--- src/rtl/knight_tour_solver_if.sv ---
// Command/read-back bundle between the command decoder, the knight tour
// solver and the motion sequencer. With TOUR_STATS_EN defined the bundle also
// carries the backtrack counter.
interface knight_tour_solver_if #(
  parameter int unsigned BOARD_N = 5
);
  localparam int unsigned XW = (BOARD_N > 2) ? $clog2(BOARD_N) : 1;
  localparam int unsigned IW = $clog2(BOARD_N * BOARD_N);

  logic          go;
  logic [XW-1:0] x_start;
  logic [XW-1:0] y_start;
  logic          busy;
  logic          done;
  logic          fail;
  logic [IW-1:0] indx;
  logic [7:0]    move;

`ifdef TOUR_STATS_EN
  logic [31:0]   backtracks;

  modport master (
    output go, x_start, y_start, indx,
    input  busy, done, fail, move, backtracks
  );
  modport slave (
    input  go, x_start, y_start, indx,
    output busy, done, fail, move, backtracks
  );
`else
  modport master (
    output go, x_start, y_start, indx,
    input  busy, done, fail, move
  );
  modport slave (
    input  go, x_start, y_start, indx,
    output busy, done, fail, move
  );
`endif
endinterface

--- src/rtl/knight_tour_solver.sv ---
// Knight's tour search by exhaustive depth-first backtracking on a
// BOARD_N x BOARD_N board. Reports a found tour (done) or a proven failure
// (fail), then serves the one-hot move list through an indexed read port.
// Optional: define TOUR_STATS_EN to add a saturating backtrack counter.
module knight_tour_solver #(
  parameter int unsigned BOARD_N = 5
) (
  input logic                 clk,
  input logic                 rst_n,
  knight_tour_solver_if.slave bus
);
  localparam int unsigned XW     = (BOARD_N > 2) ? $clog2(BOARD_N) : 1;
  localparam int unsigned IW     = $clog2(BOARD_N * BOARD_N);
  localparam int unsigned Cells  = BOARD_N * BOARD_N;
  // Per-level storage is sized to the full index range so every index is in bounds.
  localparam int unsigned Slots  = 1 << IW;
  localparam logic [IW-1:0] LastLvl = IW'(Cells - 2);

  typedef enum logic [2:0] {
    StIdle, StInit, StPossible, StTry, StBackup, StDone, StFail
  } state_e;

  state_e state_q, state_d;

  logic [XW-1:0]    sx_q, sy_q;
  logic [XW-1:0]    x_q, y_q;
  logic [IW-1:0]    level_q;
  logic [Cells-1:0] visited_q;
  logic [7:0]       moves_q [Slots];
  logic [7:0]       cand_q  [Slots];

  logic [7:0]         mask;
  logic [7:0]         cand_cur;
  logic [7:0]         pick;
  logic [7:0]         prev_move;
  logic               has_cand;
  logic               start_off;
  logic               go_accept;
  logic [XW-1:0]      nx, ny, bx, by;
  logic signed [XW:0] tx, ty;
  logic [IW-1:0]      tcell;

  // Move k as (dx, dy): k0 (+1,+2) k1 (-1,+2) k2 (-2,+1) k3 (-2,-1)
  //                     k4 (-1,-2) k5 (+1,-2) k6 (+2,-1) k7 (+2,+1)
  function automatic int step_dx(input int k);
    case (k)
      0: return 1;
      1: return -1;
      2: return -2;
      3: return -2;
      4: return -1;
      5: return 1;
      6: return 2;
      default: return 2;
    endcase
  endfunction

  function automatic int step_dy(input int k);
    case (k)
      0: return 2;
      1: return 2;
      2: return 1;
      3: return -1;
      4: return -2;
      5: return -2;
      6: return -1;
      default: return 1;
    endcase
  endfunction

  function automatic int onehot_idx(input logic [7:0] m);
    int k;
    k = 0;
    for (int i = 0; i < 8; i++) begin
      if (m[i]) k = i;
    end
    return k;
  endfunction

  // Negative coordinates and those past the edge (including wrapped ones) are off-board.
  function automatic logic on_board(input logic signed [XW:0] v);
    return !v[XW] && ({1'b0, v[XW-1:0]} < (XW+1)'(BOARD_N));
  endfunction

  function automatic logic [IW-1:0] cell_idx(input logic [XW-1:0] x, input logic [XW-1:0] y);
    return IW'(y) * IW'(BOARD_N) + IW'(x);
  endfunction

  assign cand_cur  = cand_q[level_q];
  assign pick      = cand_cur & (~cand_cur + 8'd1);
  assign has_cand  = |cand_cur;
  assign prev_move = moves_q[level_q - IW'(1)];

  assign nx = XW'(int'(x_q) + step_dx(onehot_idx(pick)));
  assign ny = XW'(int'(y_q) + step_dy(onehot_idx(pick)));
  assign bx = XW'(int'(x_q) - step_dx(onehot_idx(prev_move)));
  assign by = XW'(int'(y_q) - step_dy(onehot_idx(prev_move)));

  assign start_off = ({1'b0, sx_q} >= (XW+1)'(BOARD_N)) || ({1'b0, sy_q} >= (XW+1)'(BOARD_N));
  assign go_accept = bus.go && (state_q == StIdle || state_q == StDone || state_q == StFail);

  // Candidate mask: on-board, unvisited targets from the current square.
  always_comb begin
    mask  = '0;
    tx    = '0;
    ty    = '0;
    tcell = '0;
    for (int k = 0; k < 8; k++) begin
      tx    = (XW+1)'(int'(x_q) + step_dx(k));
      ty    = (XW+1)'(int'(y_q) + step_dy(k));
      tcell = '0;
      if (on_board(tx) && on_board(ty)) begin
        tcell   = cell_idx(tx[XW-1:0], ty[XW-1:0]);
        mask[k] = ~visited_q[tcell];
      end
    end
  end

  // State register.
  always_ff @(posedge clk or negedge rst_n) begin
    if (!rst_n) state_q <= StIdle;
    else        state_q <= state_d;
  end

  // Next-state and status outputs.
  always_comb begin
    state_d  = state_q;
    bus.busy = 1'b0;
    bus.done = 1'b0;
    bus.fail = 1'b0;
    case (state_q)
      StIdle: begin
        if (bus.go) state_d = StInit;
      end
      StDone: begin
        bus.done = 1'b1;
        if (bus.go) state_d = StInit;
      end
      StFail: begin
        bus.fail = 1'b1;
        if (bus.go) state_d = StInit;
      end
      StInit: begin
        bus.busy = 1'b1;
        state_d  = start_off ? StFail : StPossible;
      end
      StPossible: begin
        bus.busy = 1'b1;
        state_d  = StTry;
      end
      StTry: begin
        bus.busy = 1'b1;
        if (!has_cand)               state_d = StBackup;
        else if (level_q == LastLvl) state_d = StDone;
        else                         state_d = StPossible;
      end
      StBackup: begin
        bus.busy = 1'b1;
        state_d  = (level_q == '0) ? StFail : StTry;
      end
      default: state_d = StIdle;
    endcase
  end

  // Search datapath: start latch, position, level, board and per-level move/candidate stacks.
  always_ff @(posedge clk or negedge rst_n) begin
    if (!rst_n) begin
      sx_q      <= '0;
      sy_q      <= '0;
      x_q       <= '0;
      y_q       <= '0;
      level_q   <= '0;
      visited_q <= '0;
      for (int i = 0; i < int'(Slots); i++) begin
        moves_q[i] <= '0;
        cand_q[i]  <= '0;
      end
    end else begin
      case (state_q)
        StIdle, StDone, StFail: begin
          if (bus.go) begin
            sx_q <= bus.x_start;
            sy_q <= bus.y_start;
          end
        end
        StInit: begin
          x_q       <= sx_q;
          y_q       <= sy_q;
          level_q   <= '0;
          visited_q <= start_off ? '0 : (Cells'(1) << cell_idx(sx_q, sy_q));
        end
        StPossible: begin
          cand_q[level_q] <= mask;
        end
        StTry: begin
          if (has_cand) begin
            // Dropping the taken bit leaves exactly the higher-order retries.
            moves_q[level_q]             <= pick;
            cand_q[level_q]              <= cand_cur & ~pick;
            x_q                          <= nx;
            y_q                          <= ny;
            visited_q[cell_idx(nx, ny)]  <= 1'b1;
            level_q                      <= level_q + IW'(1);
          end
        end
        StBackup: begin
          if (level_q != '0) begin
            visited_q[cell_idx(x_q, y_q)] <= 1'b0;
            x_q                           <= bx;
            y_q                           <= by;
            level_q                       <= level_q - IW'(1);
          end
        end
        default: ;
      endcase
    end
  end

  // Move list read port; indices past the last move read as zero.
  always_comb begin
    bus.move = '0;
    if (bus.indx <= LastLvl) bus.move = moves_q[bus.indx];
  end

`ifdef TOUR_STATS_EN
  logic [31:0] backtracks_q;

  // Saturating count of backup steps, cleared when a new search is accepted.
  always_ff @(posedge clk or negedge rst_n) begin
    if (!rst_n)                                           backtracks_q <= '0;
    else if (go_accept)                                   backtracks_q <= '0;
    else if (state_q == StBackup && backtracks_q != '1)   backtracks_q <= backtracks_q + 32'd1;
  end

  assign bus.backtracks = backtracks_q;
`endif

endmodule

--- src/flat_wrapper.sv ---
// flat-port wrapper written by rule: the top's interface ports become plain ports
module knight_tour_solver_flat 
#(
  parameter int unsigned BOARD_N = 5
)
  (clk, rst_n, bus_go, bus_x_start, bus_y_start, bus_indx, bus_busy, bus_done, bus_fail, bus_move);
  knight_tour_solver_if #(.BOARD_N(BOARD_N)) bus_i ();
  input logic clk;
  input logic rst_n;
  input wire logic [$bits(bus_i.go)-1:0] bus_go;
  input wire logic [$bits(bus_i.x_start)-1:0] bus_x_start;
  input wire logic [$bits(bus_i.y_start)-1:0] bus_y_start;
  input wire logic [$bits(bus_i.indx)-1:0] bus_indx;
  output wire logic [$bits(bus_i.busy)-1:0] bus_busy;
  output wire logic [$bits(bus_i.done)-1:0] bus_done;
  output wire logic [$bits(bus_i.fail)-1:0] bus_fail;
  output wire logic [$bits(bus_i.move)-1:0] bus_move;
  assign bus_i.go = bus_go;
  assign bus_i.x_start = bus_x_start;
  assign bus_i.y_start = bus_y_start;
  assign bus_i.indx = bus_indx;
  assign bus_busy = bus_i.busy;
  assign bus_done = bus_i.done;
  assign bus_fail = bus_i.fail;
  assign bus_move = bus_i.move;
  knight_tour_solver #(.BOARD_N(BOARD_N)) u_core (.clk(clk), .rst_n(rst_n), .bus(bus_i));
endmodule
--- config.mk ---
export PLATFORM = sky130hd
export DESIGN_NAME = knight_tour_solver_flat
export DESIGN_NICKNAME = d
export VERILOG_FILES = /design/src/rtl/knight_tour_solver_if.sv /design/src/rtl/knight_tour_solver.sv /design/src/flat_wrapper.sv
export SDC_FILE = /design/constraint.sdc
export NUM_CORES = 1
export LEC_CHECK = 0
export CAP_MARGIN = 20
export CORE_AREA = 5 5 315 317
export CTS_BUF_LIST = sky130_fd_sc_hd__clkbuf_4
export DETAILED_ROUTE_END_ITERATION = 10
export DIE_AREA = 0 0 320 322
export PLACE_DENSITY_LB_ADDON = 0.3
export SLEW_MARGIN = 25
export SYNTH_ARGS = -nofsm -noshare
export SYNTH_HDL_FRONTEND = slang
export SYNTH_SLANG_ARGS = --single-unit
--- constraint.sdc ---
create_clock -name clk -period 8.75 [get_ports clk]
set_clock_uncertainty 0.05 [all_clocks]
set_input_delay 1.75 -clock clk [delete_from_list [all_inputs] [get_ports clk]]
set_output_delay 1.75 -clock clk [all_outputs]
set_load 0.02 [all_outputs]
# Word-level counts from Yosys, hierarchy flattened
# Cells that the tools add are included.
[classes] addsub=26 mul=7 n_div=0 magnitude_cmp=27 eq_ne=22 shifts=1 n_mux=85 n_bitwise=18 reduce_logical=54
[op_table] op="bitwise mux 256 bit" n=3
[op_table] op="case mux 256 bit (2 select lines)" n=1
[op_table] op="two-way mux 256 bit" n=1
[op_table] op="two-way mux 32 bit" n=6
[op_table] op="binary-select mux 8 bit (select 5 bit)" n=3
[op_table] op="== test 32 x 2 -> 1 bit (second input constant)" n=3
[op_table] op="== test 32 x 3 -> 1 bit (second input constant)" n=3
[op_table] op="two-way mux 25 bit" n=3
[op_table] op="case mux 25 bit (3 select lines)" n=1
[op_table] op="logical NOT 32 bit" n=2
[op_table] op="two-way mux 8 bit" n=8
[op_table] op="less-than comparator 5 x 6 -> 1 bit (second input constant)" n=10
[op_table] op="adder 5 x 3 -> 5 bit" n=11
[op_table] op="case mux 3 bit (3 select lines)" n=6
[op_table] op="binary-select mux 1 bit (select 5 bit)" n=8
[op_table] op="demux 8 bit (select 5 bit)" n=1
[op_table] op="two-way mux 3 bit" n=13
[op_table] op="multiplier 3 x 3 -> 5 bit (second input constant)" n=7
[op_table] op="== test 32 x 1 -> 1 bit (second input constant)" n=1
[op_table] op="bitwise AND 25 bit" n=1
[op_table] op="NOT 25 bit" n=1
[op_table] op="OR 25 bit" n=1
[op_table] op="left shift 1 x 5 -> 25 bit (first input constant)" n=1
[op_table] op="less-than comparator 3 bit (second input constant)" n=8
[op_table] op="other kinds (43)" n=137
[word_totals] regBits=557 latch_bits=0 ramBits=0 rom_bits=0 output_inout_bits=11 n_memories=0

# Depth between registers and ports, before layout
# Gate-level depths: netlist of the first run.
[logic_depth] ltp_word=27 depth_mapped=30

# Worst setup path before layout of the first run
# Ideal clock, no wire load.
[synth_path] path_kind="register -> register" startpoint="reg u_core.level_q[0]" endpoint="reg u_core.visited_q[0]" setup_time_ps=94 arrival_time_ps=6114 required_ps=8606 setup_slack_ps=2493 path_stages_with_launch=28 period_less_slack_ps=6257 path_cell_list="dfrtp_1 buf_6 buf_12 buf_6 buf_6 mux4_2 mux2_2 nor3_1 a221oi_2 nor2_2 nand2_1 nor3b_2 nor2_1 a2111oi_0 fa_1 xnor2_1 xor2_1 ha_1 ha_1 ha_1 a21o_1 a21oi_1 xnor2_1 xnor2_1 xnor2_4 nor3_1 a221oi_1 a211oi_1"
[synth_between] elab_chain_len=27 elab_cells_between_ends=46 classes_between="add/sub (4); mul (1); order compare (2); eq/ne (8); mux (16); bitwise (4); reduce/logical (11)"
[synth_lines] element="from (decl)" line_no="knight_tour_solver.sv:27" source="logic [IW-1:0] level_q;"
[synth_lines] element="from (signal assigned)" line_no="knight_tour_solver.sv:203" source="level_q <= level_q + IW'(1);"
[synth_lines] element="from (signal assigned)" line_no="knight_tour_solver.sv:211" source="level_q <= level_q - IW'(1);"
[synth_lines] element="NOT 5 -> 6 bit (implied by the code)" line_no="knight_tour_solver.sv:89" source="assign cand_cur = cand_q[level_q];"
[synth_lines] element="binary-select mux 8 bit (select 5 bit)" line_no="knight_tour_solver.sv:89"
[synth_lines] element="two-way mux 8 bit (implied by the code) (2 in series)" line_no="knight_tour_solver.sv:89"
[synth_lines] element="NOT 8 bit" line_no="knight_tour_solver.sv:90" source="assign pick = cand_cur & (~cand_cur + 8'd1);"
[synth_lines] element="adder 8 x 1 -> 8 bit" line_no="knight_tour_solver.sv:90"
[synth_lines] element="bitwise AND 8 bit" line_no="knight_tour_solver.sv:90"
[synth_lines] element="two-way mux 1 bit" line_no="knight_tour_solver.sv:75" source="if (m[i]) k = i;"
[synth_lines] element="two-way mux 32 bit (6 in series)" line_no="knight_tour_solver.sv:75"
[synth_lines] element="[5 not listed]"
[synth_lines] element="adder 5 x 3 -> 5 bit" line_no="knight_tour_solver.sv:86" source="return IW'(y) * IW'(BOARD_N) + IW'(x);"
[synth_lines] element="less-than comparator 5 x 6 -> 1 bit (implied by the code) or greater-or-equal comparator 5 x 1 -> 1 bit (tied branches)" line_no="knight_tour_solver.sv:202" source="visited_q[cell_idx(nx, ny)] <= 1'b1;"
[synth_lines] element="logical AND 1 bit (implied by the code)" line_no="knight_tour_solver.sv:202"
[synth_lines] element="two-way mux 1 bit (implied by the code)" line_no="knight_tour_solver.sv:202"
[synth_lines] element="demux 1 bit (select 5 bit)"
[synth_lines] element="OR 25 bit (no source line)"
[synth_lines] element="two-way mux 25 bit" line_no="knight_tour_solver.sv:196" source="if (has_cand) begin"
[synth_lines] element="case mux 25 bit (3 select lines)" line_no="knight_tour_solver.sv:179" source="case (state_q)"
[synth_lines] element="to (signal assigned)" line_no="knight_tour_solver.sv:190" source="visited_q <= start_off ? '0 : (Cells'(1) << cell_idx(sx_q, sy_q));"
[synth_lines] element="to (decl)" line_no="knight_tour_solver.sv:28" source="logic [Cells-1:0] visited_q;"
# Parallel ways exist; a longest one is shown, timed or not. The select of a mux whose other input is x is not followed.
# A chain may end at the register's enable or synchronous reset.

# Worst setup path in the final report of the first run
[layout_path] startpoint="reg u_core.level_q[0]" endpoint="reg u_core.visited_q[4]"
# The elaborated chain is that of the path after synthesis.

==> reports/metrics.yaml, run 1 <==
synth:
  synth_simple_gate_area_frac: 0.0745
  syn_inst: 2396
  yosys.area.top_type_share: 0.437
  synthArstFlopShare: 1.00
  synth_edf_count: 0
  ys_top_cells_by_area: "dfrtp_1 (44%), mux2_2 (11%), mux4_2 (11%)"
  ys_seq_area_frac: 0.437
  synth_top_family_by_area: "multiplexers"
  synth_area_per_cell_um2: 13.1
  synth.most_common_cell: "dfrtp_1"
  synthFlopType: "dfrtp_1"
  yosys-top-cells-count: "dfrtp_1 (549), mux2_2 (308), mux2_1 (197)"
  syn-num-nets: 2489
  yosysWarnings: 0
  synth_compound_area_frac: 0.0683
  ys_ff_latch: 549
  yosys.area.top_type: "dfrtp_1"
  synth_xor_area_frac: 0.0148
  muxShareOfSynthArea: 0.337
  syn-cell-area_mm2: 0.0315
  ys_types: 91
  synthAdderAreaFrac: 0.0340
sta:
  hold_viol_final: 0
  slew_headroom: 0.294
  rsz0062_at_grt: "no"
  finalCriticalPeriod_ns: 8.18
  period_share: 0.934
  fmax_mhz: 122
  worstMarginPinSlew_ns: 1.05
  tns_ns: 0
  drv_slew: 0
  setup_viol: 0
die:
  fp.dieW_um: 320
  dieArea_mm2: 0.103
  core_area_mm2: 0.0960
  die_h_um: 322
  initial_core_util: 0.328
  pin_count: 25
  row_count: 114
global_routing:
  grt_pass1_vias: 22300
  grt-ovfl-total: 0
  grt_pass1_wl_um: 139000
  grt_max_degree: 155
  antenna_found_initial: 3
  track_usage: 0.173
hold_path:
  worstHoldPathType: "flop to flop"
clock_network:
  root_buffer: "clkbuf_4"
  cts_buffers: 153
  ctsResizeCount: 0
  cts_tree: "built"
  clk_pin_slew_ns: 0.07
  clock_path_buffers: 3
  clock_sinks: 549
  clock_latency_ns: 1.02
  postCtsSetupBuffers: 0
  htree_levels: 4
  hold_buffers: 0
finish:
  drive_above_1_share: 0.335
  area_delta_synth_final_pct: 10.4
  fin_nets: 2535
  fillers: 9289
detailed_routing:
  drc: 0
  drt-total-wl_um: 90400
  via_count: 21200
  drtPass1Iterations: 8
  drt_iter0_drc: 1641
  routed_via_density: 5.55
  wl_per_cell_um: 23.6
  ant_nets: 0
setup_path:
  critical_path_peak_fanout: 49
  critPathLaunchType: "flop"
  crit_required_ns: 9.59
  cpMaxStageDelayCell: "dfrtp_4"
  cp_cell_sequence: "mux4_1 -> mux2_2 -> a221o_1 -> nand2_1 -> and4b_1 -> nand2_1 -> nor3b_4 -> nor2_1 -> a2111oi_1 -> fa_1 -> xnor2_1 -> xor2_1 -> ha_1 -> ha_1 -> ha_1 -> a21o_1 -> a21oi_1 -> xnor2_1 -> xnor2_1 -> xnor2_4 -> nor3_1 -> a221oi_1 -> a211oi_1"
  cp.arrival_ns: 9.02
  max_stage_delay_ns: 1.03
  path_class: "flop to flop"
  critical_path.endpoint_type: "flop"
outcome:
  run_status: "finished clean"
placed_design:
  dpl.hpwl_um: 61000
  routabilityCongestion: 0.876
  place.port_buffers: 24
flow_run:
  maxCapViolCount: 0
[metrics by stage]
stage	cell area [µm²]	hold slack, ns	instances	worst slack, ns	utilization
finish	34700	0.433	3830	0.574	0.362
global route	34700	0.450	3825	0.234	0.362
CTS	34700	0.438	3824	0.550	0.362
detailed placement	32900	0.424	3563	0.530	0.342
global placement	32800	0.411	3562	0.702	0.342
floorplan	31500	0.399	2396	2.49	-
[final timing paths]
check / startpoint / endpoint / slack (ns) / depth (start not counted)
max: u_core.level_q[0]$_DFFE_PN0P_ / u_core.visited_q[4]$_DFFE_PN0P_ / 0.57 / 23
min: u_core.cand_q[18]$_DFFE_PN0P_ / u_core.cand_q[18]$_DFFE_PN0P_ / 0.43 / 1
max reg2reg: u_core.level_q[0]$_DFFE_PN0P_ / u_core.visited_q[4]$_DFFE_PN0P_ / 0.57 / 23
min reg2reg: u_core.cand_q[18]$_DFFE_PN0P_ / u_core.cand_q[18]$_DFFE_PN0P_ / 0.43 / 1
max in group asynchronous: rst_n / u_core.visited_q[24]$_DFFE_PN0P_ / 6.41 / 2
min in group asynchronous: rst_n / u_core.cand_q[37]$_DFFE_PN0P_ / 0.76 / 1
[cell families (layout without fill, tap and decap cells)]
logic type                 after synthesis  in the layout
muxes                                  770            770
DFF                                    549            549
and+or+nand+nor                        404            404
AOI/OAI and AO/OA                      315            315
buffers and inverters                  228            380
adders and majority gates               79             79
xor gates and xnor gates                51             51
other                                    0              6
[worst max-delay path: cells and delay by family (launching register included)]
kind | cells | cell delay, ns
compound gates | 6 | 2.02
simple gates | 6 | 1.37
xor+xnor | 5 | 1.33
fa+ha+maj | 4 | 1.29
flops | 1 | 1.03
mux | 2 | 0.94
[layer usage]
layer  up-vias  share of wire  GRT usage
met4         0          0.025     0.0548
met2       755           0.47      0.279
li1       9203              -          -
met1     11100           0.44      0.236
met5         -              0          0
met3       152          0.058     0.0343
[final cells by class]
type | count | area, µm² | area share
tap | 1276 | 1600 | 0.0460
antenna | 6 | 15.0 | 0.000432
clock inverter | 41 | 206 | 0.00594
timing repair buffer | 75 | 653 | 0.0188
multi-input combinational | 1619 | 16700 | 0.481
sequential | 549 | 13700 | 0.396
inverter | 44 | 165 | 0.00475
clock buffer | 220 | 1650 | 0.0475
[layout by cell type (no fill, tap or decap), drive strengths merged, types with 11 or more instances in the layout]
cell and count:
a211oi 16, a21oi 89, a221oi 13, a22oi 26, a31oi 14, and2 18, and3 36, buf 54
clkbuf 220, clkdlybuf4s50 21, clkinv 35, dfrtp 549, fa 11, ha 68, inv 47, mux2 529
mux2i 76, mux4 165, nand2 104, nand3 62, nand4 11, nor2 98, nor2b 23, nor3 21
o21ai 51, o221ai 11, o22ai 16, xnor2 39, xor2 12
[sequential cells by signal, indices dropped and copies added (netlist names)]
name and cells:
u_core.cand_q 256, u_core.moves_q 248, u_core.visited_q 25, u_core.level_q 5
u_core.state_q 3, u_core.sx_q 3, u_core.sy_q 3, u_core.x_q 3
u_core.y_q 3
Power of run 1 is not shown: default switching activity piles up to over one toggle a cycle in this logic, so the estimate is an artifact.
==> run 2, diff against run 1 <==
--- a/config.mk
+++ b/config.mk
@@ -6,6 +6,8 @@
 export NUM_CORES = 1
 export LEC_CHECK = 0
 export CAP_MARGIN = 20
+export CELL_PAD_IN_SITES_DETAIL_PLACEMENT = 0
+export CELL_PAD_IN_SITES_GLOBAL_PLACEMENT = 1
 export CORE_AREA = 5 5 315 317
 export CTS_BUF_LIST = sky130_fd_sc_hd__clkbuf_4
 export DETAILED_ROUTE_END_ITERATION = 10
==> constraint.sdc (replaced) <==
create_clock -name clk -period 7.9 [get_ports clk]
set_clock_uncertainty 0.05 [all_clocks]
set_input_delay 1.58 -clock clk [delete_from_list [all_inputs] [get_ports clk]]
set_output_delay 1.58 -clock clk [all_outputs]
set_load 0.02 [all_outputs]
==> run 2 against run 1 <==
Against the previous run: via count about the same; hold slack worse by 0.0028 ns; wire length up 3.0%; die area unchanged; utilization up 0.30 points; critical path depth down 2; sequential share of layout area down 0.33 points; design area up 0.83%; fmax up 11%; clock-buffer cell count up 8.
==> reports/metrics.yaml, run 2 (synthesis gave the netlist of run 1 again) <==
outcome:
  run_status: "finished clean"
die:
  pin_count: 25  # unchanged
  core_area_mm2: 0.0960  # unchanged
  dieArea_mm2: 0.103  # unchanged
  fp.dieW_um: 320  # unchanged
  row_count: 114  # unchanged
  initial_core_util: 0.328  # unchanged
  die_h_um: 322  # unchanged
global_routing:
  grt_pass1_vias: 22500  # +0.82%
  grt_max_degree: 136  # -12%
  grt_pass1_wl_um: 143000  # +2.9%
  track_usage: 0.180  # +0.00706
  grt-ovfl-total: 0  # unchanged
  antenna_found_initial: 3  # unchanged
detailed_routing:
  wl_met1_um: 42000  # +4.4%
  drc: 0  # unchanged
  drt-total-wl_um: 93100  # +3.0%
  drt_iter0_drc: 1424  # -13%
  highest_layer: "met4"
  dr_wl_met3_um: 4650  # -11%
  via_count: 21200  # -0.047%
  drtPass1Iterations: 7  # -1
  routed_via_density: 5.52  # -0.44%
  wl_met2_um: 43900  # +2.8%
  wl_per_cell_um: 24.2  # +2.6%
  ant_nets: 0  # unchanged
clock_network:
  htree_levels: 4  # unchanged
  clock_path_buffers: 3  # unchanged
  cts_buffers: 159  # +3.9%
  clk_pin_slew_ns: 0.07  # about the same
  clock_sinks: 549  # unchanged
  cts_tree: "built"
  clock_latency_ns: 1.01  # about the same
  hold_buffers: 0  # unchanged
  root_buffer: "clkbuf_4"
setup_path:
  cp.arrival_ns: 8.18  # -0.84 ns
  regToRegSetupSlack_ns: 0.54  # -0.03 ns
  cpMaxStageDelayCell: "dfrtp_4"
  critical_path_peak_fanout: 44  # -10%
  crit_required_ns: 8.72  # -0.87 ns
  critPathLaunchType: "flop"
  reg2reg_from: "u_core.level_q[1]$_DFFE_PN0P_"
  reg2reg_depth: 21  # -8.7%
  max_stage_delay_ns: 0.88  # -0.15 ns
  cp_cell_sequence: "buf_4 -> mux4_2 -> a22oi_1 -> nand4_1 -> nor2_1 -> a21boi_0 -> a2111oi_2 -> fa_1 -> xnor2_1 -> xor2_1 -> ha_1 -> ha_1 -> ha_1 -> a21o_1 -> a21oi_1 -> xnor2_1 -> xnor2_1 -> xnor2_4 -> nor3_1 -> a221oi_1 -> a211oi_1"
  worst_r2r_endpoint: "u_core.visited_q[0]$_DFFE_PN0P_"
  path_class: "flop to flop"
  critical_path.endpoint_type: "flop"
placed_design:
  place.port_buffers: 24  # unchanged
  routabilityCongestion: 0.883  # +0.78%
  dpl.hpwl_um: 62400  # +2.3%
sta:
  fmax_mhz: 136  # +11%
  rsz0062_at_grt: "no"
  fin_hold_ws_ns: 0.430  # -0.00282 ns
  worstMarginPinSlew_ns: 1.07  # +0.0181 ns
  setup_viol: 0  # unchanged
  hold_viol_final: 0  # unchanged
  drv_slew: 0  # unchanged
  finalCriticalPeriod_ns: 7.36  # -0.818 ns
  slew_headroom: 0.287  # -0.00667
  period_share: 0.931  # -0.00295
  tns_ns: 0  # unchanged
finish:
  final_cell_mix: "dfrtp_1 (546), mux2_2 (308), clkbuf_4 (228)"
  regMostFlops: "u_core.cand_q"
  final_common_cell: "dfrtp_1"
  top_regs: "u_core.cand_q x256, u_core.moves_q x248, u_core.visited_q x25"
  fin_nets: 2550  # +0.59%
  drive_above_1_share: 0.341  # +0.00545
  area_delta_synth_final_pct: 11.4
  largest_reg_flops: 256  # unchanged
hold_path:
  min_from: "u_core.cand_q[145]$_DFFE_PN0P_"
  worstHoldPathType: "flop to flop"
  min_to: "u_core.cand_q[145]$_DFFE_PN0P_"
  whs_path_depth: 1  # unchanged
flow_run:
  maxCapViolCount: 0  # unchanged
## run 2: changes by cell type in the layout (fill, tap and decap cells not counted), moves of 2 or more
cell,delta
buf_4,+6
nor2_2,+2
clkinv_2,-3
bufinv_16,+5
inv_2,-2
buf_12,+3
inv_6,+2
clkbuf_4,+8
clkinv_1,-2
## run 2: area by class of cell
class	instances	area, µm²
inverter	44	165
antenna	6	15.0
sequential	549	13700
clock buffer	228	1710
multi-input combinational	1619	16700
clock inverter	39	328
tap	1276	1600
fill	9269	61000
timing repair buffer	84	758
## run 2: layer usage
| layer | track usage | vias up |
|---|---|---|
| met5 | 0 | - |
| met4 | 0.0582 | 0 |
| met3 | 0.0359 | 178 |
| met2 | 0.289 | 628 |
| met1 | 0.246 | 11200 |
| li1 | - | 9217 |
## run 2: how the worst max path moves through the flow
stage / startpoint / endpoint / slack (ns) / depth (start not counted)
2_1_floorplan: u_core.level_q[0]$_DFFE_PN0P_ / u_core.visited_q[0]$_DFFE_PN0P_ / 1.64 / 27
3_3_place_gp: u_core.level_q[0]$_DFFE_PN0P_ / u_core.visited_q[12]$_DFFE_PN0P_ / 0.06 / 25
3_5_place_dp: u_core.level_q[0]$_DFFE_PN0P_ / u_core.visited_q[0]$_DFFE_PN0P_ / 0.03 / 25
4_1_cts: u_core.level_q[0]$_DFFE_PN0P_ / u_core.visited_q[0]$_DFFE_PN0P_ / 0.04 / 25
5_1_grt: u_core.level_q[1]$_DFFE_PN0P_ / u_core.visited_q[0]$_DFFE_PN0P_ / 0.09 / 21
6_report: u_core.level_q[1]$_DFFE_PN0P_ / u_core.visited_q[0]$_DFFE_PN0P_ / 0.54 / 21
## run 2: critical path, delay by kind of cell (launching register included)
kind                     cells  cell delay [ns]
XOR/XNOR                     5             1.27
adder cells (fa/ha/maj)      4             1.21
AO/OA/AOI/OAI                7             2.00
AND/OR/NAND/NOR              3             1.05
buffers and inverters        1             0.38
multiplexers                 1             0.35
flip-flops                   1             0.88
## run 2: timing repair
item                                    4_1_cts  5_1_grt
setup buffers                                 0        1
endpoints found under the setup margin        0       17
resized for setup                             0        1
## run 2: stage by stage
stage	utilization	worst slack [ns]	std cells	cell area (µm²)
6_report	0.365	0.541	3845	35000
5_1_grt	0.365	0.0867	3844	35000
4_1_cts	0.364	0.0364	3838	35000
3_5_place_dp	0.343	0.0286	3571	32900
3_3_place_gp	0.343	0.0578	3571	32900
2_1_floorplan	-	1.64	2396	31500
Power of run 2 is left out for the same reason.
==> run 3, diff against run 2 <==
--- a/config.mk
+++ b/config.mk
@@ -10,6 +10,7 @@
 export CELL_PAD_IN_SITES_GLOBAL_PLACEMENT = 1
 export CORE_AREA = 5 5 315 317
 export CTS_BUF_LIST = sky130_fd_sc_hd__clkbuf_4
+export CTS_CLUSTER_DIAMETER = 50
 export DETAILED_ROUTE_END_ITERATION = 10
 export DIE_AREA = 0 0 320 322
 export PLACE_DENSITY_LB_ADDON = 0.3
==> run 3 against run 2 <==
Against the previous run: critical path depth unchanged; via count down 0.34%; global-route usage about the same; die area unchanged; hold slack about the same; critical path type unchanged; critical endpoint unchanged.
==> reports/metrics.yaml, run 3 (synthesis gave the netlist of run 1 again) <==
clock_network:
  clk_pin_slew_ns: 0.07  # about the same
  hold_buffers: 0  # unchanged
  htree_levels: 4  # unchanged
  clock_latency_ns: 1.01  # about the same
  root_buffer: "clkbuf_4"
  clock_path_buffers: 3  # unchanged
  cts_buffers: 159  # unchanged
  clock_sinks: 549  # unchanged
  cts_tree: "built"
global_routing:
  grt_pass1_wl_um: 143000  # about the same
  track_usage: 0.180  # about the same
  grt_max_degree: 136  # unchanged
  antenna_found_initial: 4  # +1
  grt-ovfl-total: 0  # unchanged
  grt_pass1_vias: 22500  # unchanged
finish:
  drive_above_1_share: 0.338  # -0.00297
  final_cell_mix: "dfrtp_1 (546), mux2_2 (308), clkbuf_4 (219)"
  final_common_cell: "dfrtp_1"
  fillers: 9268  # -0.011%
  fin_nets: 2550  # unchanged
  area_delta_synth_final_pct: 10.9
  regArea_mm2: 0.0137  # unchanged
  multi_input_area_mm2: 0.0167  # unchanged
  top_regs: "u_core.cand_q x256, u_core.moves_q x248, u_core.visited_q x25"
  regMostFlops: "u_core.cand_q"
  largest_reg_flops: 256  # unchanged
setup_path:
  cp.arrival_ns: 8.22  # +0.04 ns
  critical_path.endpoint_type: "flop"
  critPathLaunchType: "flop"
  critical_path_peak_fanout: 44  # unchanged
  crit_required_ns: 8.70  # -0.02 ns
  path_class: "flop to flop"
die:
  fp.dieW_um: 320  # unchanged
  dieArea_mm2: 0.103  # unchanged
  row_count: 114  # unchanged
  die_h_um: 322  # unchanged
  pin_count: 25  # unchanged
  core_area_mm2: 0.0960  # unchanged
  initial_core_util: 0.328  # unchanged
sta:
  worstMarginPinSlew_ns: 1.08  # +0.0123 ns
  tns_ns: 0  # unchanged
  slew_headroom: 0.279  # -0.00820
  hold_viol_final: 0  # unchanged
  period_share: 0.940  # +0.00850
  setup_viol: 0  # unchanged
  setup_ws_ns: 0.474  # -0.0671 ns
  finalCriticalPeriod_ns: 7.43  # +0.0671 ns
  fmax_mhz: 135  # -0.90%
  rsz0062_at_grt: "no"
  drv_slew: 0  # unchanged
  fin_hold_ws_ns: 0.430  # -0.000146 ns
detailed_routing:
  drc: 0  # unchanged
  ant_nets: 0  # unchanged
  wl_per_cell_um: 24.2  # about the same
  drtPass1Iterations: 6  # -1
  drt_iter0_drc: 1319  # -7.4%
  drt-total-wl_um: 92800  # -0.35%
  routed_via_density: 5.52  # about the same
  via_count: 21200  # -0.34%
placed_design:
  dpl.hpwl_um: 62400  # unchanged
  routabilityCongestion: 0.883  # unchanged
  place.port_buffers: 24  # unchanged
  place_ws_ns: 0.0286  # unchanged
hold_path:
  worstHoldPathType: "flop to flop"
outcome:
  run_status: "finished clean"
flow_run:
  maxCapViolCount: 0  # unchanged
-- run 3: cell types whose count changed in the layout (fill, tap and decap cells not counted) --
| cell | previous run | this run |
|---|---|---|
| inv_6 | 2 | 0 |
| bufinv_16 | 6 | 4 |
| clkinv_2 | 0 | 1 |
| clkbuf_4 | 228 | 219 |
| clkinv_1 | 27 | 26 |
-- run 3: through the flow --
stage | std cells | instance area, µm² | util
final | 3832 | 34900 | 0.363
after detailed placement | 3571 | 32900 | 0.343
after global routing | 3829 | 34900 | 0.363
after floorplan | 2396 | 31500 | -
after global placement | 3571 | 32900 | 0.343
after CTS | 3825 | 34800 | 0.363
-- run 3: metal layers --
metal,share of wire,global-route usage
met1,0.45,0.246
met2,0.47,0.289
met3,0.051,0.0356
met4,0.026,0.0596
met5,0.00014,0
-- run 3: critical path: stages, from the launching register on --
cell and delay, ns:
dfrtp_4 0.88, buf_4 0.38, mux4_2 0.35, a22oi_1 0.40
nand4_1 0.47, nor2_1 0.40, a21boi_0 0.21, a2111oi_2 0.62
fa_1 0.28, xnor2_1 0.18, xor2_1 0.23, ha_1 0.27
ha_1 0.35, ha_1 0.31, a21o_1 0.17, a21oi_1 0.18
xnor2_1 0.16, xnor2_1 0.17, xnor2_4 0.55, nor3_1 0.17
a221oi_1 0.37, a211oi_1 0.09
-- run 3: path summary, 6_finish.rpt --
path	slack, ns	end	cells past startpoint	startpoint
max	0.47	u_core.visited_q[0]$_DFFE_PN0P_	21	u_core.level_q[1]$_DFFE_PN0P_
min	0.43	u_core.cand_q[145]$_DFFE_PN0P_	1	u_core.cand_q[145]$_DFFE_PN0P_
max reg2reg	0.47	u_core.visited_q[0]$_DFFE_PN0P_	21	u_core.level_q[1]$_DFFE_PN0P_
min reg2reg	0.43	u_core.cand_q[145]$_DFFE_PN0P_	1	u_core.cand_q[145]$_DFFE_PN0P_
max in group asynchronous	5.83	u_core.moves_q[37]$_DFFE_PN0P_	2	rst_n
min in group asynchronous	0.56	u_core.cand_q[122]$_DFFE_PN0P_	1	rst_n
-- run 3: timing repair --
item                       in CTS  in global routing
resized for setup               1                  1
setup buffers                   0                  1
pin swaps                       0                  0
setup endpoints to repair       1                 19
-- run 3: final cells by class --
class,instances,area share
well taps,1276,0.0458
repair buffers,84,0.0217
clock inverters,35,0.00721
inverters,44,0.00473
clock buffers,219,0.0471
flip-flops and latches,549,0.394
multi-input cells,1619,0.479
diodes,6,0.000430
Power of run 3 is left out for the same reason.
